$ cat config.mk
export PLATFORM = sky130hd
export DESIGN_NAME = accel_profile_sequencer
export DESIGN_NICKNAME = d
export VERILOG_FILES = /design/src/rtl/hil_sim_pkg.sv /design/src/rtl/profile_table.sv /design/src/rtl/accel_profile_sequencer.sv
export SDC_FILE = /design/constraint.sdc
export NUM_CORES = 1
export LEC_CHECK = 0
export CAP_MARGIN = 20
export CORE_MARGIN = 4
export CORE_UTILIZATION = 55
export DETAILED_ROUTE_END_ITERATION = 8
export GPL_ROUTABILITY_DRIVEN = 0
export PLACE_DENSITY = 0.84
export SLEW_MARGIN = 20
export SYNTH_ARGS = -nofsm -noshare
export SYNTH_HDL_FRONTEND = slang
export SYNTH_SLANG_ARGS = --single-unit
$ cat constraint.sdc
create_clock -name CLK_50MHZ -period 11.2 [get_ports CLK_50MHZ]
set_input_delay 2.24 -clock CLK_50MHZ [delete_from_list [all_inputs] [get_ports CLK_50MHZ]]
set_output_delay 2.24 -clock CLK_50MHZ [all_outputs]
set_load 0.1 [all_outputs]
$ cat src/rtl/hil_sim_pkg.sv
// Shared definitions for the HIL acceleration-profile sequencer and the pod model.
package hil_sim_pkg;

  typedef enum logic [1:0] {
    ST_IDLE  = 2'd0,
    ST_RUN   = 2'd1,
    ST_PAUSE = 2'd2,
    ST_DONE  = 2'd3
  } seq_state_e;

  localparam int unsigned DEF_NUM_SEG = 8;
  localparam int unsigned DEF_TIME_W  = 32;
  localparam int unsigned DEF_ACCEL_W = 32;

endpackage

$ cat src/rtl/profile_table.sv
// Segment table: NUM_SEG entries of {end time, signed accel}, one write port,
// one asynchronous read port. Contents are not reset.
module profile_table
  import hil_sim_pkg::*;
#(
  parameter int unsigned NUM_SEG = DEF_NUM_SEG,
  parameter int unsigned TIME_W  = DEF_TIME_W,
  parameter int unsigned ACCEL_W = DEF_ACCEL_W
) (
  input  logic                       clk,
  input  logic                       wr_en,
  input  logic [$clog2(NUM_SEG)-1:0] wr_addr,
  input  logic [TIME_W-1:0]          wr_end,
  input  logic [ACCEL_W-1:0]         wr_accel,
  input  logic [$clog2(NUM_SEG)-1:0] rd_addr,
  output logic [TIME_W-1:0]          rd_end,
  output logic [ACCEL_W-1:0]         rd_accel
);

  logic [TIME_W-1:0]  end_mem   [NUM_SEG];
  logic [ACCEL_W-1:0] accel_mem [NUM_SEG];

  // Register-file write; out-of-range addresses are dropped.
  always_ff @(posedge clk) begin
    if (wr_en && (32'(wr_addr) < NUM_SEG)) begin
      end_mem[wr_addr]   <= wr_end;
      accel_mem[wr_addr] <= wr_accel;
    end
  end

  // Asynchronous read; out-of-range addresses return zero.
  always_comb begin
    rd_end   = '0;
    rd_accel = '0;
    if (32'(rd_addr) < NUM_SEG) begin
      rd_end   = end_mem[rd_addr];
      rd_accel = accel_mem[rd_addr];
    end
  end

endmodule

$ cat src/rtl/accel_profile_sequencer.sv
// Plays a piecewise-constant acceleration profile from a segment table,
// advancing on 1 kHz ticks, with pause, abort and error handling.
module accel_profile_sequencer
  import hil_sim_pkg::*;
#(
  parameter int unsigned NUM_SEG = DEF_NUM_SEG,
  parameter int unsigned TIME_W  = DEF_TIME_W,
  parameter int unsigned ACCEL_W = DEF_ACCEL_W
) (
  input  logic                       CLK_50MHZ,
  input  logic                       RST,
  input  logic                       tick,
  input  logic                       wr_en,
  input  logic [$clog2(NUM_SEG)-1:0] wr_addr,
  input  logic [TIME_W-1:0]          wr_end,
  input  logic [ACCEL_W-1:0]         wr_accel,
  input  logic [$clog2(NUM_SEG):0]   seg_count,
  input  logic                       start,
  input  logic                       pause,
  input  logic                       abort,
  output logic [ACCEL_W-1:0]         accel,
  output logic                       running,
  output logic [$clog2(NUM_SEG)-1:0] seg_idx,
  output logic [TIME_W-1:0]          elapsed,
  output logic                       done,
  output logic                       error
);

  localparam int unsigned IDX_W = $clog2(NUM_SEG);
  localparam int unsigned CNT_W = IDX_W + 1;

  seq_state_e         state_q;
  logic [ACCEL_W-1:0] accel_q;
  logic [IDX_W-1:0]   seg_idx_q;
  logic [IDX_W-1:0]   last_idx_q;
  logic [TIME_W-1:0]  elapsed_q;
  logic [TIME_W-1:0]  elapsed_d;
  logic [TIME_W-1:0]  cur_end_q;
  logic               done_q;
  logic               error_q;

  logic               tbl_wr_en;
  logic [IDX_W-1:0]   rd_addr;
  logic [TIME_W-1:0]  rd_end;
  logic [ACCEL_W-1:0] rd_accel;
  logic               cnt_ok;
  logic               elapsed_max;

  // The single read port serves both start (entry 0) and segment advance
  // (entry seg_idx+1); the current end time is kept in cur_end_q instead.
  always_comb begin
    tbl_wr_en   = wr_en && (state_q == ST_IDLE || state_q == ST_DONE);
    rd_addr     = (state_q == ST_RUN || state_q == ST_PAUSE) ? seg_idx_q + IDX_W'(1) : '0;
    cnt_ok      = (seg_count != '0) && (seg_count <= CNT_W'(NUM_SEG));
    elapsed_d   = elapsed_q + TIME_W'(1);
    elapsed_max = &elapsed_q;
  end

  profile_table #(
    .NUM_SEG (NUM_SEG),
    .TIME_W  (TIME_W),
    .ACCEL_W (ACCEL_W)
  ) u_table (
    .clk      (CLK_50MHZ),
    .wr_en    (tbl_wr_en),
    .wr_addr  (wr_addr),
    .wr_end   (wr_end),
    .wr_accel (wr_accel),
    .rd_addr  (rd_addr),
    .rd_end   (rd_end),
    .rd_accel (rd_accel)
  );

  // Sequencer FSM with registered outputs; abort outranks everything but RST.
  always_ff @(posedge CLK_50MHZ) begin
    if (RST) begin
      state_q    <= ST_IDLE;
      accel_q    <= '0;
      seg_idx_q  <= '0;
      last_idx_q <= '0;
      elapsed_q  <= '0;
      cur_end_q  <= '0;
      done_q     <= 1'b0;
      error_q    <= 1'b0;
    end else begin
      done_q <= 1'b0;
      if (abort) begin
        state_q <= ST_IDLE;
        accel_q <= '0;
      end else begin
        case (state_q)
          ST_IDLE, ST_DONE: begin
            if (start) begin
              if (cnt_ok) begin
                state_q    <= ST_RUN;
                elapsed_q  <= '0;
                seg_idx_q  <= '0;
                last_idx_q <= IDX_W'(seg_count - CNT_W'(1));
                accel_q    <= rd_accel;
                cur_end_q  <= rd_end;
                error_q    <= 1'b0;
              end else begin
                state_q <= ST_IDLE;
                accel_q <= '0;
                error_q <= 1'b1;
              end
            end
          end
          ST_RUN: begin
            if (pause) begin
              state_q <= ST_PAUSE;
            end else if (tick) begin
              if (elapsed_max) begin
                state_q <= ST_IDLE;
                accel_q <= '0;
                error_q <= 1'b1;
              end else begin
                elapsed_q <= elapsed_d;
                if (elapsed_d == cur_end_q) begin
                  if (seg_idx_q == last_idx_q) begin
                    state_q <= ST_DONE;
                    accel_q <= '0;
                    done_q  <= 1'b1;
                  end else if (rd_end <= cur_end_q) begin
                    state_q <= ST_IDLE;
                    accel_q <= '0;
                    error_q <= 1'b1;
                  end else begin
                    seg_idx_q <= seg_idx_q + IDX_W'(1);
                    accel_q   <= rd_accel;
                    cur_end_q <= rd_end;
                  end
                end
              end
            end
          end
          ST_PAUSE: begin
            if (!pause) begin
              state_q <= ST_RUN;
            end
          end
          default: state_q <= ST_IDLE;
        endcase
      end
    end
  end

  assign accel   = accel_q;
  assign running = (state_q == ST_RUN) || (state_q == ST_PAUSE);
  assign seg_idx = seg_idx_q;
  assign elapsed = elapsed_q;
  assign done    = done_q;
  assign error   = error_q;

endmodule

After elaboration in Yosys (flattened, before gate mapping)
Memories as Yosys holds them, arrays and structs flattened.
Index checks and enable logic that the tools add are counted.

storage, ports and cells
  bits in registers = 106
  bits in writable memories = 512
  output and inout bits = 70
  logic and storage cells = 112
  memories kept = 2

operators by class
  add/subtract/negate cells = 3
  $lt $le $gt $ge = 2
  equal/unequal tests = 20
  mux-type cells = 56
  bitwise gates (word level) = 4
  reduce and logical (&&, ||, !) cells = 17

memory list
  name               depth  bits a word  read ports  clocked after Yosys merged registers in  wr ports  RTL line             RTL
  u_table.accel_mem  8      32           1           0                                        1         profile_table.sv:21  logic [ACCEL_W-1:0] accel_mem [NUM_SEG];
  u_table.end_mem    8      32           1           0                                        1         profile_table.sv:20  logic [TIME_W-1:0] end_mem [NUM_SEG];

operators with widths
  operator                                        count
  2-to-1 mux 32 bit                               21
  case mux 32 bit (2 select lines)                3
  adder 32 x 1 -> 32 bit (second input constant)  1
  == test 32 bit                                  1
  <= comparator 32 bit                            1
  AND reduction 32 bit                            1
  2-to-1 mux 3 bit                                9
  2-to-1 mux 2 bit                                8
  != test 2 bit (second input constant)           8
  2-to-1 mux 1 bit                                12
  AND reduction 10 bit                            1
  AND reduction 5 bit                             2
  AND reduction 8 bit                             1
  AND reduction 7 bit                             1
  OR reduction 7 bit                              1
  != test 3 x 2 -> 1 bit (second input constant)  2
  != test 3 bit (second input constant)           2
  case mux 2 bit (3 select lines)                 1
  case mux 3 bit (2 select lines)                 1
  != test 5 x 3 -> 1 bit (second input constant)  1
  == test 2 bit (second input constant)           2
  <= comparator 4 bit (second input constant)     1
  != test 4 x 3 -> 1 bit (second input constant)  1
  NOT 1 bit                                       4
  13 further kinds                                16

Depth between registers and ports, before layout
Gate-level depths: netlist of run 1.
An unclocked memory read counts as a cell.

  depth in word-level cells = 12
  depth in mapped cells = 23

By module
From an unflattened synthesis of run 1, not the netlist that was laid out.

unflattened totals
  cell total of the unflattened synthesis = 1,663
  area, all modules = 26,279.0 µm²

modules (own cells, without submodules)
  module                   times used  cells each  area an instance (µm²)  sequential area each (µm²)
  profile_table            1           752         19,266.0                15,374.7
  accel_profile_sequencer  1           911         7,013.0                 2,122.0

Worst setup path before layout of run 1
OpenSTA, ideal clock, no wires.

  kind = input-to-reg
  start = input port wr_addr[0]
  end = memory u_table.accel_mem[2][0] in the netlist's numbering (enable)
  setup time = 0.565 ns
  arrival time = 6.760 ns
  path slack = 3.875 ns
  cell stages on the path = 2
  path buffers = 0
  cells stage by stage = nand2b_1 > nor3_1

RTL lines
  item         RTL line                       RTL
  from (decl)  accel_profile_sequencer.sv:14  input logic [$clog2(NUM_SEG)-1:0] wr_addr,
  to (decl)    profile_table.sv:21

No word-level cell before the write port.

Worst setup path after layout of run 1
  start = register seg_idx_q[0] (netlist: seg_idx[0])
  end = register cur_end_q[28]

between the ends
  elaborated cells on any way between the ends = 17

RTL lines
  item                            RTL line                        RTL
  from (decl)                     accel_profile_sequencer.sv:34   logic [IDX_W-1:0] seg_idx_q;
  from (signal assigned)          accel_profile_sequencer.sv:129  seg_idx_q <= seg_idx_q + IDX_W'(1);
  adder 3 x 1 -> 3 bit            accel_profile_sequencer.sv:53   rd_addr = (state_q == ST_RUN || state_q == ST_PAUSE) ? seg_idx_q + IDX_W'(1) : '0;
  2-to-1 mux 3 bit                accel_profile_sequencer.sv:53
  memory read (8 x 32 bit)        n/a
  via rd_end[23]                  accel_profile_sequencer.sv:44   logic [TIME_W-1:0] rd_end;
  <= comparator 32 bit            accel_profile_sequencer.sv:124  end else if (rd_end <= cur_end_q) begin
  != test 2 bit (no line)         n/a
  AND reduction 10 bit (no line)  n/a
  to (signal assigned)            accel_profile_sequencer.sv:100  cur_end_q <= rd_end;
  to (signal assigned)            accel_profile_sequencer.sv:131  cur_end_q <= rd_end;
  to (decl)                       accel_profile_sequencer.sv:38   logic [TIME_W-1:0] cur_end_q;

The timed path passes the listed nets, and every way through them passes these cells. The select of a mux whose other input is x is not followed.
A chain may end at the register's enable or synchronous reset.

==> reports/qor.yml, run 1 <==
global_routing:
  grt_pass1_wl_um: 105000
  grt.total_usage: 0.254
  antenna_found_initial: 11
  grt-ovfl-total: 0
  grt_max_degree: 77
  grt_pass1_vias: 17600
yosys:
  yosysTopAreaCell: "edfxtp_1"
  synth-compound-area-share: 0.0786
  synth.area.mux_share: 0.109
  yosys_warnings: 0
  yosysSeqAreaShare: 0.652
  avgSynthCellArea_um2: 14.0
  ys_seq_elements: 618
  yosys.area_share.adder: 0.0173
  synth_xor_area_frac: 0.0160
  syn_area_um2: 26800
  yosys.cell_types.count: 66
  synth_edf_count: 512
  synth-main-ff-cell: "edfxtp_1"
  async_flop_share: 0
  syn_inst: 1922
  synth_top_area_frac: 0.573
  synthTopCellsByArea: "edfxtp_1 (57%), dfxtp_1 (7.9%), mux4_2 (6.0%)"
  synth_top_family_by_area: "multiplexers"
  synth_nets: 2037
  synthSimpleGateAreaFrac: 0.0991
critical_path:
  worst-path-max-fanout: 57
  critical_path_required_ns: 11.68
  worst-setup-path-type: "reg2reg"
  end_kind: "flip-flop"
  worstSetupStartpointType: "flip-flop"
  worstPathArrival_ns: 7.44
route:
  vias: 18100
  drc: 0
  drt-total-wl_um: 68000
  wl_met2_um: 33200
  top_layer: "met5"
  first_iter_violations: 2457
  drt_pass1_iterations: 6
  route.met3.wl_um: 6410
  wirelength_met1_um: 26000
  drt-wirelength-per-cell_um: 25.3
  antenna_left: 0
  vias_per_cell: 6.72
clock_tree:
  cts.sink_count: 618
  cts-root-buf: "clkbuf_16"
  clk_latency_ns: 0.65
  cts.hold.buffers_added: 0
  h-tree-depth: 2
  cts_tree: "yes"
  postCtsSetupRepairBufs: 0
  cts_max_path_buffers: 3
  cts_made_buffers: 59
  clk_pin_slew_worst_paths_ns: 0.07
  cts-resized-gates: 0
min_path:
  worst_hold_path_type: "reg2reg"
timing:
  worst_slack_ns: 4.24
  min_period_ns: 6.96
  setup_viol: 0
  finalHoldViolCount: 0
  skew_ns: 0.0445
  holdWs_ns: 0.492
  slew_violations: 0
  post-route-period-util: 0.621
  worstMarginPinSlew_ns: 1.15
  rsz0062_at_grt: "no"
  slew_headroom: 0.230
  fmax_ghz: 0.144
  setup_tns_ns: 0
die:
  dieHeight_um: 229
  start_util: 0.559
  core_area_um2: 47900
  rows: 80
  ios: 148
  dieArea_um2: 52400
  die_w_um: 229
final_layout:
  final_cell_mix: "edfxtp_1 (512), clkdlybuf4s50_1 (146), dfxtp_1 (105)"
  final_core_util: 0.647
  final_nets: 2135
  nFillCells: 3190
  mostFrequentLayoutCell: "edfxtp_1"
  drive_above_1_share: 0.129
  area_growth_pct: 15.6
  stdcell_area_um2: 31000
placed_design:
  dpl_cell_area_um2: 28800
  place_ws_ns: 4.33
  io_buffers: 147
  hpwl_um: 39100
outcome:
  status: "finished, final reports clean"
run:
  cap_viol_max_count: 0
power:
  peakVddDrop_v: 0.000124
  p_per_area_nw_per_um2: 163
  p_leak_nw: 10.0
## layer usage
layer / vias to the layer above / global-route usage
met4: 6 / 0.0974
met5: - / 0
met2: 1162 / 0.417
met3: 183 / 0.0482
li1: 7747 / -
met1: 8988 / 0.340
## cell usage after synthesis, types with 41 or more instances
cell        n
edfxtp_1  512
a32oi_1    88
nand4_1    66
nand3_1    78
mux4_2     72
clkbuf_1  106
or3_1      44
nand2_1   106
o21ai_0   104
nor2_1     98
a21oi_1    84
mux2i_1    95
dfxtp_1   106
inv_1      41
## state kept, by name (all words and copies together) (netlist names)
name	cells
u_table.accel_mem	256
u_table.end_mem	256
accel	32
cur_end_q	32
elapsed	32
last_idx_q	3
seg_idx	3
state_q	2
done	1
error	1
## cells by family (layout without fill, tap and decap cells)
kind of cell	count (synthesis)	in the layout
and+or+nand+nor	511	511
other	0	7
AOI/OAI and AO/OA	325	325
muxes	198	198
buffers and inverters	185	333
xor gates and xnor gates	48	48
adders and majority gates	37	37
DFF	618	618
## worst max-delay path, stage by stage (launching register included)
cell and delay, ns:
dfxtp_4 0.80, ha_1 0.31, xnor2_1 0.11, nor2_4 0.64, buf_4 0.49, nor2_4 0.06, buf_4 0.41, a32oi_1 0.27
o21ai_0 0.12, mux2_2 0.32, ha_1 0.33, and4_1 0.22, nor4b_1 0.54, and3_1 0.31, o31ai_1 0.09, nand4_1 0.14
nand2_1 0.11, or4_1 0.88, buf_4 0.36, a21oi_1 0.18, a311oi_1 0.06
## through the flow
stage | std cells | power, mW
3_5_place_dp | 2574 | 2.94
6_report | 2692 | 5.07
3_3_place_gp | 2574 | 2.93
4_1_cts | 2685 | 5.07
2_1_floorplan | 1922 | 2.81
5_1_grt | 2690 | 5.22
## final timing paths
kind | cells after the start | from | end | slack [ns]
setup reg to reg | 20 | seg_idx[0] | cur_end_q[28] | 4.24
hold reg to reg | 2 | state_q[1] | state_q[1] | 0.49
hold / removal | 2 | state_q[1] | state_q[1] | 0.49
setup / recovery | 20 | seg_idx[0] | cur_end_q[28] | 4.24
## power breakdown
group / switching (mW) / leakage (nW) / internal (mW)
combinational: 0.226 / 3.46 / 0.116
sequential: 0.0235 / 5.51 / 2.54
clock: 0.880 / 1.05 / 1.28
## cell type report
class | count | area (um2) | area share
sequential | 618 | 17500 | 0.564
multi-input combinational | 1119 | 8690 | 0.280
clock inverter | 36 | 472 | 0.0152
inverter | 43 | 161 | 0.00520
clock buffer | 75 | 1690 | 0.0546
tap | 615 | 769 | 0.0248
timing repair buffer | 179 | 1710 | 0.0550
antenna | 7 | 17.5 | 0.000565
No activity file was read; power rests on OpenSTA's default activity.
==> run 2, diff against run 1 <==
--- a/config.mk
+++ b/config.mk
@@ -7,10 +7,10 @@
 export LEC_CHECK = 0
 export CAP_MARGIN = 20
 export CORE_MARGIN = 4
-export CORE_UTILIZATION = 55
+export CORE_UTILIZATION = 54
 export DETAILED_ROUTE_END_ITERATION = 8
 export GPL_ROUTABILITY_DRIVEN = 0
-export PLACE_DENSITY = 0.84
+export PLACE_DENSITY = 0.86
 export SLEW_MARGIN = 20
 export SYNTH_ARGS = -nofsm -noshare
 export SYNTH_HDL_FRONTEND = slang
==> constraint.sdc (replaced) <==
create_clock -name CLK_50MHZ -period 6.29 [get_ports CLK_50MHZ]
set_input_delay 1.258 -clock CLK_50MHZ [delete_from_list [all_inputs] [get_ports CLK_50MHZ]]
set_output_delay 1.258 -clock CLK_50MHZ [all_outputs]
set_load 0.1 [all_outputs]
==> reports/qor.yml, run 2 (synthesized netlist as in run 1, its figures left out) <==
die:
  die_w_um: 231
  dieArea_um2: 53300
  ios: 148
  core_area_um2: 49100
  rows: 81
  start_util: 0.547
  dieHeight_um: 231
power:
  peakVddDrop_v: 0.000243
  p_per_area_nw_per_um2: 281
  p_leak_nw: 9.95
min_path:
  hold_depth: 2
  worst_hold_path_type: "reg2reg"
  holdCritStartpoint: "state_q[1]"
placed_design:
  dpl.cell_count: 2630
  io_buffers: 147
  hpwl_um: 40200
route:
  drc: 0
  antenna_left: 0
  first_iter_violations: 2698
  vias: 18300
  vias_per_cell: 6.68
  drt_pass1_iterations: 7
  drt-wirelength-per-cell_um: 25.5
  drt-total-wl_um: 69800
final_layout:
  stdcell_count: 2739
  area_growth_pct: 15.4
  mostFrequentLayoutCell: "edfxtp_1"
  nFillCells: 3352
  final_cell_mix: "edfxtp_1 (512), clkdlybuf4s50_1 (146), dfxtp_1 (105)"
  reg_top3: "u_table.accel_mem: 256 flops, u_table.end_mem: 256 flops"
  final_core_util: 0.631
  drive_above_1_share: 0.124
  final_nets: 2141
clock_tree:
  cts-resized-gates: 0
  cts-root-buf: "clkbuf_16"
  cts_tree: "yes"
  clk_pin_slew_worst_paths_ns: 0.07
  h-tree-depth: 2
  cts_max_path_buffers: 3
  cts.sink_count: 618
  cts_made_buffers: 58
  cts.hold.buffers_added: 0
  clk_latency_ns: 0.64
  postCtsSetupRepairBufs: 0
timing:
  slew_headroom: 0.217
  post-route-period-util: 0.907
  worstMarginPinSlew_ns: 1.17
  min_period_ns: 5.71
  finalHoldViolCount: 0
  slew_violations: 0
  skew_ns: 0.0394
  fmax_ghz: 0.175
  rsz0062_at_grt: "no"
  setup_viol: 0
  setup_tns_ns: 0
critical_path:
  crit_end: "cur_end_q[10]"
  crit_slowest_cell: "or4_1"
  slowest_delay_ns: 0.73
  startpoint: "state_q[0]"
  worstSetupStartpointType: "flip-flop"
  worstPathCellList: "inv_1 > ha_1 > nor2_4 > buf_4 > mux2i_1 > o21ai_0 > mux2_2 > ha_1 > nand4_1 > nor4b_1 > and3_1 > o31ai_1 > nand4_1 > nand2_1 > or4_1 > buf_12 > a21oi_1 > a311oi_2"
  worst-setup-path-type: "reg2reg"
  worstPathArrival_ns: 6.17
  end_kind: "flip-flop"
  worstReg2RegStart: "state_q[0]"
  regToRegEndpoint: "cur_end_q[10]"
  reg2reg_slack_ns: 0.58
  worst-path-max-fanout: 32
  r2r_cells: 18
  critical_path_required_ns: 6.75
global_routing:
  grt-ovfl-total: 0
  grt.total_usage: 0.256
  grt_max_degree: 77
  antenna_found_initial: 9
  grt_pass1_wl_um: 106000
  grt_pass1_vias: 18100
run:
  cap_viol_max_count: 0
outcome:
  status: "finished, final reports clean"
run 2: cell count changes in the layout (fill, tap and decap cells not counted), moves of 5 or more:
cell,before,now
buf_12,0,5
clkbuf_1,6,19
clkbuf_16,64,58
diode_2,7,2
run 2: cell type report:
type                            instances  area, um2  area share
Tap cell                              664        831      0.0268
Clock inverter                         28        360      0.0116
Sequential cell                       618      17500       0.565
Multi-Input combinational cell       1119       8720       0.282
Timing Repair Buffer                  186       1820      0.0589
Clock buffer                           79       1550      0.0501
Antenna cell                            2       5.00    0.000162
Inverter                               43        161     0.00521
run 2: worst min-delay path by stage:
stage / slack [ns] / end
2_1_floorplan: 0.45 / state_q[1]
3_3_place_gp: 0.47 / state_q[1]
3_5_place_dp: 0.49 / state_q[0]
4_1_cts: 0.50 / state_q[1]
5_1_grt: 0.52 / state_q[0]
6_report: 0.50 / state_q[1]
run 2: layer usage:
metal  vias up  share of wire  track usage
met4        12          0.039       0.0983
met1      8954           0.36        0.342
met2      1324           0.48        0.412
met5         -        0.00082            0
met3       243           0.12       0.0587
li1       7762              -            -
run 2: where the power goes:
| group | internal [mW] | switching, mW |
|---|---|---|
| Combinational | 0.212 | 0.409 |
| Clock | 2.02 | 1.50 |
| Sequential | 4.52 | 0.0430 |
| Total | 6.76 | 1.96 |
run 2: stage by stage:
step / hold WS [ns] / setup WS [ns] / total power, mW / cell area, um2
floorplan: 0.455 / 0.690 / 5.00 / 26800
global placement: 0.467 / 0.898 / 5.22 / 29000
detailed placement: 0.489 / 0.733 / 5.25 / 29000
CTS: 0.496 / 0.679 / 8.73 / 30900
global route: 0.515 / 0.298 / 8.97 / 31000
finish: 0.497 / 0.585 / 8.71 / 31000
run 2: critical path, delay by kind of cell, from the launching register on:
family / cells / cell delay (ns)
compound gates: 4 / 0.48
simple gates: 7 / 2.65
mux: 2 / 0.60
fa+ha+maj: 2 / 0.65
flops: 1 / 0.37
buf+inv: 3 / 0.78
